<file path="config.mk">
export PLATFORM = sky130hd
export DESIGN_NAME = fifo_drain_display_flat
export DESIGN_NICKNAME = d
export VERILOG_FILES = /design/src/rtl/fifo_drain_display_pkg.sv /design/src/rtl/fifo_drain_display_if.sv /design/src/rtl/fifo_drain_display_hold_timer.sv /design/src/rtl/fifo_drain_display.sv /design/src/flat_wrapper.sv
export SDC_FILE = /design/constraint.sdc
export NUM_CORES = 1
export LEC_CHECK = 0
export CORE_MARGIN = 5
export CORE_UTILIZATION = 48
export DETAILED_ROUTE_END_ITERATION = 7
export PLACE_DENSITY_LB_ADDON = 0.08
export REMOVE_ABC_BUFFERS = 1
export SLEW_MARGIN = 15
export SYNTH_ARGS = -nofsm -noshare
export SYNTH_HDL_FRONTEND = slang
export SYNTH_SLANG_ARGS = --single-unit
export TNS_END_PERCENT = 5
</file>
<file path="constraint.sdc">
create_clock -name clk -period 2.3 [get_ports clk]
set_input_delay 0.46 -clock clk [delete_from_list [all_inputs] [get_ports clk]]
set_output_delay 0.46 -clock clk [all_outputs]
set_load 0.01 [all_outputs]
</file>
<file path="src/rtl/fifo_drain_display_pkg.sv">
// Shared types and defaults for the FIFO drain/display block.
package fifo_drain_pkg;

  localparam int DEFAULT_WIDTH       = 8;
  localparam int DEFAULT_HOLD_CYCLES = 50_000_000;

  typedef enum logic [1:0] {
    IDLE    = 2'd0,
    REQ     = 2'd1,
    CAPTURE = 2'd2,
    HOLD    = 2'd3
  } drain_state_e;

  // A one-cycle dwell still needs a 1-bit counter.
  function automatic int timer_width(input int hold);
    return (hold > 1) ? $clog2(hold) : 1;
  endfunction

endpackage

</file>
<file path="src/rtl/fifo_drain_display_if.sv">
// FIFO read-side bus: the drain block is the master, the FIFO the slave.
interface fifo_drain_display_if
  import fifo_drain_pkg::*;
#(
  parameter int WIDTH = DEFAULT_WIDTH
);

  logic             fifo_rd;
  logic             fifo_empty;
  logic [WIDTH-1:0] fifo_data;

  modport master (output fifo_rd, input fifo_empty, input fifo_data);
  modport slave  (input fifo_rd, output fifo_empty, output fifo_data);

endinterface

</file>
<file path="src/rtl/fifo_drain_display_hold_timer.sv">
// Loadable down-counter that sets the dwell time of each displayed word.
module hold_timer
  import fifo_drain_pkg::*;
#(
  parameter int HOLD_CYCLES = DEFAULT_HOLD_CYCLES,
  parameter int TW          = timer_width(HOLD_CYCLES)
) (
  input  logic          clk,
  input  logic          reset,
  input  logic          load,
  input  logic [TW-1:0] load_val,
  output logic          done
);

  logic [TW-1:0] count;

  // Counts down to zero and parks there until the next load.
  always_ff @(posedge clk) begin
    if (reset) begin
      count <= '0;
    end else if (load) begin
      count <= load_val;
    end else if (count != '0) begin
      count <= count - TW'(1);
    end
  end

  assign done = (count == '0);

endmodule

</file>
<file path="src/rtl/fifo_drain_display.sv">
// Pulls words from the FIFO (automatically or per step pulse) and holds each on the display.
module fifo_drain_display
  import fifo_drain_pkg::*;
#(
  parameter int WIDTH       = DEFAULT_WIDTH,
  parameter int HOLD_CYCLES = DEFAULT_HOLD_CYCLES,
  parameter int CNT_W       = 8
) (
  input  logic                 clk,
  input  logic                 reset,
  input  logic                 enable,
  input  logic                 auto_mode,
  input  logic                 step,
  fifo_drain_display_if.master fifo,
  output logic [WIDTH-1:0]     disp_data,
  output logic                 disp_valid,
  output logic                 busy,
  output logic [CNT_W-1:0]     drained_count
);

  localparam int TW = timer_width(HOLD_CYCLES);

  drain_state_e state;
  drain_state_e state_next;
  logic         timer_load;
  logic         timer_done;

  hold_timer #(
    .HOLD_CYCLES (HOLD_CYCLES),
    .TW          (TW)
  ) u_hold_timer (
    .clk      (clk),
    .reset    (reset),
    .load     (timer_load),
    .load_val (TW'(HOLD_CYCLES - 1)),
    .done     (timer_done)
  );

  always_ff @(posedge clk) begin
    if (reset) begin
      state <= IDLE;
    end else begin
      state <= state_next;
    end
  end

  // Inputs are only looked at in IDLE, so a started fetch always runs to completion.
  always_comb begin
    state_next = state;
    timer_load = 1'b0;
    unique case (state)
      IDLE: begin
        if (enable && !fifo.fifo_empty && (auto_mode || step)) begin
          state_next = REQ;
        end
      end
      REQ: begin
        state_next = CAPTURE;
      end
      CAPTURE: begin
        timer_load = 1'b1;
        state_next = HOLD;
      end
      HOLD: begin
        if (timer_done) begin
          state_next = IDLE;
        end
      end
      default: begin
        state_next = IDLE;
      end
    endcase
  end

  assign fifo.fifo_rd = (state == REQ);
  assign busy         = (state != IDLE);

  // The FIFO presents the word one cycle after the strobe, i.e. during CAPTURE.
  always_ff @(posedge clk) begin
    if (reset) begin
      disp_data     <= '0;
      disp_valid    <= 1'b0;
      drained_count <= '0;
    end else if (state == CAPTURE) begin
      disp_data     <= fifo.fifo_data;
      disp_valid    <= 1'b1;
      drained_count <= drained_count + CNT_W'(1);
    end
  end

endmodule

</file>
<file path="src/flat_wrapper.sv">
// flat-port wrapper written by rule: the top's interface ports become plain ports
module fifo_drain_display_flat import fifo_drain_pkg::*;
#(
  parameter int WIDTH       = DEFAULT_WIDTH,
  parameter int HOLD_CYCLES = DEFAULT_HOLD_CYCLES,
  parameter int CNT_W       = 8
)
  (clk, reset, enable, auto_mode, step, disp_data, disp_valid, busy, drained_count, fifo_fifo_rd, fifo_fifo_empty, fifo_fifo_data);
  fifo_drain_display_if #(.WIDTH(WIDTH)) fifo_i ();
  input  logic clk;
  input  logic reset;
  input  logic enable;
  input  logic auto_mode;
  input  logic step;
  output logic [WIDTH-1:0] disp_data;
  output logic disp_valid;
  output logic busy;
  output logic [CNT_W-1:0] drained_count;
  output wire logic [$bits(fifo_i.fifo_rd)-1:0] fifo_fifo_rd;
  input wire logic [$bits(fifo_i.fifo_empty)-1:0] fifo_fifo_empty;
  input wire logic [$bits(fifo_i.fifo_data)-1:0] fifo_fifo_data;
  assign fifo_fifo_rd = fifo_i.fifo_rd;
  assign fifo_i.fifo_empty = fifo_fifo_empty;
  assign fifo_i.fifo_data = fifo_fifo_data;
  fifo_drain_display #(.WIDTH(WIDTH), .HOLD_CYCLES(HOLD_CYCLES), .CNT_W(CNT_W)) u_core (.clk(clk), .reset(reset), .enable(enable), .auto_mode(auto_mode), .step(step), .fifo(fifo_i), .disp_data(disp_data), .disp_valid(disp_valid), .busy(busy), .drained_count(drained_count));
endmodule
</file>
==> flow_metrics.env, run 1 <==
export IMPL_status="completed"
export IMPL_grt_pass1_vias=1807
export IMPL_cts_tree="built"
export IMPL_clock_sinks=45
export IMPL_place_gp_congestion=0.840
export IMPL_gr_total_overflow=0
export IMPL_dieWidth_um=77.5
export IMPL_syn_area_um2=2180
export IMPL_netlist_instances=243
export IMPL_fmax_ghz=0.454
export IMPL_io_pins=33
export IMPL_worst_pin_slew_ns=0.664
export IMPL_diodes=0
export IMPL_insertion_delay_ns=0.29
export IMPL_finalCriticalPeriod_ns=2.20
export IMPL_drtAntennaViolNets=0
export IMPL_rsz0062_at_grt="true"
export IMPL_cap_violations=0
export IMPL_clockBufferDepth=2
export IMPL_drtPass1Iterations=4
export IMPL_crit_path_end_kind="register"
export IMPL_synth_seq_cells=45
export IMPL_placed_cell_area_um2=2630
export IMPL_antenna_found_initial=0
export IMPL_worstSetupStartpointType="register"
export IMPL_finalHoldViolations=0
export IMPL_grt_pass1_wl_um=8250
export IMPL_mostFrequentLayoutCell="dfxtp_1"
export IMPL_area_delta_synth_final_pct=26.6
export IMPL_setup_tns_ns=0
export IMPL_numCtsBuffers=5
export IMPL_worst_clock_skew_ns=0.00659
export IMPL_dieHeight_um=77.5
export IMPL_postSynthAreaPerCell_um2=8.99
export IMPL_arrival_ns=2.42
export IMPL_nFillCells=369
export IMPL_crit_required_ns=2.52
export IMPL_hold_path_class="register to register"
export IMPL_initial_core_util=0.498
export IMPL_io_buffers=32
export IMPL_die_area_um2=6000
export IMPL_p_leak_nw=1.04
export IMPL_path_max_fanout=13
export IMPL_rows=24
export IMPL_setup_viol=0
export IMPL_htree_levels=2
export IMPL_crit_type="register to register"
export IMPL_viasPerCell=5.54
export IMPL_synth_cell_type_count=41
export IMPL_relSlewSlack=0.554
export IMPL_dpl_hpwl_um=3510
export IMPL_first_iter_violations=85
export IMPL_vias=1878
export IMPL_mostFrequentLayoutCells="dfxtp_1, nor2_1, clkdlybuf4s50_1, buf_4, a21oi_1"
export IMPL_route_detailed_drc=0
export IMPL_fin_nets=306
export IMPL_seq_area_um2=901
export IMPL_routedWlPerCell_um=14.0
export IMPL_final_design_area_no_fill_um2=2770
export IMPL_yosysWarnings=0
export IMPL_vdd_ir_drop_max_mv=0.601
export IMPL_drv_slew=0
export IMPL_drive_gt1_frac=0.129
export IMPL_track_usage=0.165
export IMPL_core_area_um2=4380
export IMPL_drt_total_wl_um=4750
export IMPL_cts_root_buf="clkbuf_8"
export IMPL_path_clk_slew_ns=0.08
export IMPL_multi_input_area_um2=1200
export IMPL_synth_seq_area_share=0.412
export IMPL_grt_max_degree=31
export IMPL_power_density_nw_per_um2=1520
export IMPL_fin_util=0.631
export IMPL_post_route_period_util=0.958
[power by group]
group / total (mW) / switching [mW] / internal, mW
Clock: 0.611 / 0.257 / 0.354
Combinational: 2.39 / 1.34 / 1.05
Sequential: 1.21 / 0.203 / 1.00
Total: 4.21 / 1.80 / 2.41
[state kept, by name, indices dropped and copies added, names as in the netlist]
name,flops
u_core.disp_data,8
u_core.drained_count,8
u_core.disp_valid,1
u_core.state,2
u_core.u_hold_timer.count,26
[cell type report]
cell class	instances	share of cell area
clock buffer	7	0.0312
multi-input combinational	177	0.435
clock inverter	1	0.0109
timing repair buffer	50	0.165
inverter	7	0.00950
sequential	45	0.326
tap	52	0.0235
[path summary, 6_finish.rpt]
check | from | end | slack (ns) | cells past startpoint
setup / recovery | u_core.u_hold_timer.count[8] | u_core.u_hold_timer.count[21] | 0.1 | 5
hold / removal | u_core.disp_valid | u_core.disp_valid | 0.48 | 2
setup reg to reg | u_core.u_hold_timer.count[8] | u_core.u_hold_timer.count[21] | 0.1 | 5
hold reg to reg | u_core.disp_valid | u_core.disp_valid | 0.48 | 2
[stage by stage]
step	setup WS (ns)	cells	hold slack [ns]	power (mW)
floorplan	-0.110	229	0.462	2.73
global placement	0.0617	331	0.446	3.54
detailed placement	0.0554	331	0.465	3.57
CTS	0.0273	339	0.480	4.19
global route	-0.0108	339	0.500	4.56
finish	0.0976	339	0.480	4.21
[cell usage after synthesis (all sizes together)]
library cell / instances / area (um2)
o311ai: 3 / 43.8
buf: 5 / 37.5
and4: 1 / 8.76
nand2b: 2 / 12.5
nor4: 5 / 43.8
nand4: 8 / 50.1
nand3: 5 / 25.0
o31ai: 6 / 45.0
a21oi: 15 / 75.1
xor2: 14 / 123
inv: 7 / 26.3
a31oi: 4 / 25.0
mux2i: 11 / 110
clkbuf: 9 / 33.8
nor2b: 3 / 18.8
a311oi: 3 / 26.3
o311a: 3 / 30.0
or3: 8 / 50.1
or4: 5 / 41.3
nand2: 6 / 22.5
a211oi: 5 / 42.5
dfxtp: 45 / 901
or2: 2 / 12.5
o211ai: 2 / 15.0
xnor2: 4 / 35.0
nor3: 7 / 40.0
and3: 3 / 18.8
a22o: 1 / 8.76
nor2: 37 / 141
o21ai: 7 / 35.0
mux2: 1 / 11.3
ha: 6 / 75.1
[cells by family (layout without fill, tap and decap cells)]
kind of cell,Yosys count,in the layout,synth area share
XOR/XNOR,18,18,0.0722
flip-flops,45,45,0.412
AND/OR/NAND/NOR,92,92,0.222
multiplexers,12,12,0.0556
buffers and inverters,21,65,0.0447
AO/OA/AOI/OAI,49,49,0.159
adder cells (fa/ha/maj),6,6,0.0344
[per-layer routing]
metal / vias up / part of all wire / wire, um / GRT usage
met1: 880 / 0.47 / 2240 / 0.210
met4: 0 / 0.0082 / 39 / 0.0309
met3: 6 / 0.046 / 217 / 0.0613
li1: 960 / - / - / -
met2: 32 / 0.47 / 2250 / 0.270
met5: - / 0 / 0 / 0
[worst max-delay path: stages, from the launching register on]
cell,delay [ns]
dfxtp_1,0.31
or4_4,0.53
or3_1,0.41
buf_4,0.22
or4_1,0.50
a31oi_1,0.16
[timing repair]
action                     CTS  global route
setup endpoints to repair    0             5
resized for setup            0             3
buffers inserted             0             0
hold buffers                 0             0
No activity file was read; power rests on OpenSTA's default activity.
==> run 2, diff against run 1 <==
--- a/config.mk
+++ b/config.mk
@@ -7,6 +7,7 @@
 export LEC_CHECK = 0
 export CORE_MARGIN = 5
 export CORE_UTILIZATION = 48
+export CTS_CLUSTER_SIZE = 16
 export DETAILED_ROUTE_END_ITERATION = 7
 export PLACE_DENSITY_LB_ADDON = 0.08
 export REMOVE_ABC_BUFFERS = 1
==> results of run 2 <==
The final DEF is identical to that of run 1; final timing and power are the same.
==> run 3, diff against run 2 <==
--- a/config.mk
+++ b/config.mk
@@ -5,8 +5,10 @@
 export SDC_FILE = /design/constraint.sdc
 export NUM_CORES = 1
 export LEC_CHECK = 0
+export CELL_PAD_IN_SITES_DETAIL_PLACEMENT = 1
+export CELL_PAD_IN_SITES_GLOBAL_PLACEMENT = 2
 export CORE_MARGIN = 5
-export CORE_UTILIZATION = 48
+export CORE_UTILIZATION = 29
 export CTS_CLUSTER_SIZE = 16
 export DETAILED_ROUTE_END_ITERATION = 7
 export PLACE_DENSITY_LB_ADDON = 0.08
==> flow_metrics.env, run 3 (same netlist as run 1, synthesis figures left out) <==
export IMPL_grt_pass1_vias=1987
export IMPL_drtPass1Iterations=4
export IMPL_critPathSlowestCell="or4_4"
export IMPL_place_inst=386
export IMPL_crit_path_end_kind="register"
export IMPL_fin_util=0.396
export IMPL_finalCriticalPeriod_ns=2.17
export IMPL_worstSetupStartpointType="register"
export IMPL_area_delta_synth_final_pct=32.1
export IMPL_power_internal_mw=2.55
export IMPL_finalHoldViolations=0
export IMPL_nFillCells=892
export IMPL_setup_tns_ns=0
export IMPL_diodes=0
export IMPL_path_clk_slew_ns=0.08
export IMPL_max_stage_delay_ns=0.54
export IMPL_crit_required_ns=2.49
export IMPL_vdd_ir_drop_max_mv=0.602
export IMPL_io_buffers=32
export IMPL_rsz0062_at_grt="false"
export IMPL_worst_path_buf_inv=0
export IMPL_gr_total_overflow=0
export IMPL_die_area_um2=9370
export IMPL_layout_cells_non_filler=394
export IMPL_layout_setup_ws_ns=0.134
export IMPL_mostFrequentLayoutCell="dfxtp_1"
export IMPL_place_ws_ns=0.0365
export IMPL_drtAntennaViolNets=0
export IMPL_cap_violations=0
export IMPL_p_leak_nw=1.08
export IMPL_power_density_nw_per_um2=1530
export IMPL_first_iter_violations=49
export IMPL_power_frac_seq=0.269
export IMPL_vias=1915
export IMPL_hold_path_class="register to register"
export IMPL_path_max_fanout=9
export IMPL_drv_slew=0
export IMPL_comb_power_share=0.589
export IMPL_routedWlPerCell_um=14.5
export IMPL_switching_share=0.424
export IMPL_place_gp_congestion=0.760
export IMPL_largest_reg_flops=26
export IMPL_worst_pin_slew_ns=0.496
export IMPL_htree_levels=2
export IMPL_totalPowerFinal_mw=4.43
export IMPL_path_cells="or4_4 > or3_4 > o311ai_4 > nor2_2 > o311a_1"
export IMPL_numCtsBuffers=5
export IMPL_crit_type="register to register"
export IMPL_reg2reg_slack_ns=0.13
export IMPL_cts_tree="built"
export IMPL_cts_root_buf="clkbuf_8"
export IMPL_viasPerCell=4.86
export IMPL_clockBufferDepth=2
export IMPL_arrival_ns=2.36
export IMPL_grt_max_degree=31
export IMPL_worst_clock_skew_ns=0.00679
export IMPL_clock_sinks=45
export IMPL_p_sw_mw=1.88
export IMPL_fmax_ghz=0.462
export IMPL_drive_gt1_frac=0.146
export IMPL_setup_viol=0
export IMPL_rows=31
export IMPL_track_usage=0.122
export IMPL_antenna_found_initial=0
export IMPL_dpl_hpwl_um=4170
export IMPL_route_detailed_drc=0
export IMPL_p_clk_frac=0.142
export IMPL_initial_core_util=0.300
export IMPL_post_route_period_util=0.942
export IMPL_core_area_um2=7290
export IMPL_mostFrequentLayoutCells="dfxtp_1, nor2_1, clkdlybuf4s50_1, buf_4, a21oi_1"
export IMPL_insertion_delay_ns=0.30
export IMPL_dieHeight_um=96.8
export IMPL_top_register="u_core.u_hold_timer.count"
export IMPL_io_pins=33
export IMPL_crit_family="simple AND/OR/NAND/NOR gates"
export IMPL_fin_nets=314
export IMPL_reg_top3="u_core.u_hold_timer.count x26, u_core.disp_data x8, u_core.drained_count x8"
export IMPL_status="completed"
export IMPL_relSlewSlack=0.669
export IMPL_drt_total_wl_um=5700
export IMPL_grt_pass1_wl_um=9440
export IMPL_dieWidth_um=96.8
## run 3: power by group through the flow
stage | Combinational, mW | Sequential, mW | Clock [mW]
floorplan | 1.53 | 1.20 | 0
global placement | 2.60 | 1.20 | 0
detailed placement | 2.59 | 1.20 | 0
CTS | 2.61 | 1.19 | 0.657
global route | 2.90 | 1.22 | 0.691
finish | 2.61 | 1.19 | 0.629
## run 3: through the flow
step | hold WS [ns] | area [um2]
6_report | 0.481 | 2890
5_1_grt | 0.513 | 2890
4_1_cts | 0.485 | 2880
3_5_place_dp | 0.463 | 2770
3_3_place_gp | 0.443 | 2770
2_1_floorplan | 0.462 | 2110
## run 3: final timing paths
path	depth (start not counted)	from	to
hold reg to reg	2	u_core.disp_valid	u_core.disp_valid
setup / recovery	5	u_core.u_hold_timer.count[8]	u_core.u_hold_timer.count[15]
setup reg to reg	5	u_core.u_hold_timer.count[8]	u_core.u_hold_timer.count[15]
hold / removal	2	u_core.disp_valid	u_core.disp_valid
## run 3: area by class of cell
type / instances / area [um2] / area share
flip-flops and latches: 45 / 901 / 0.312
inverters: 7 / 26.3 / 0.00910
clock inverters: 1 / 30.0 / 0.0104
repair buffers: 58 / 528 / 0.183
multi-input cells: 177 / 1190 / 0.413
well taps: 99 / 124 / 0.0429
clock buffers: 7 / 86.3 / 0.0299
## run 3: what timing repair did
item	CTS	global route
endpoints found under the setup margin	0	7
resized for setup	0	1
hold endpoints to repair	0	0
hold buffers	0	0
setup buffers	0	0
## run 3: worst min-delay path, cell delays in order (launching register included)
cell,delay (ns)
dfxtp_1,0.32
nor2_1,0.08
nor2_1,0.04
## run 3: layer usage
metal	share of wire	track usage	vias up
li1	-	-	977
met1	0.51	0.161	907
met2	0.45	0.198	27
met3	0.028	0.0281	4
met4	0.010	0.0356	0
met5	0	0	-
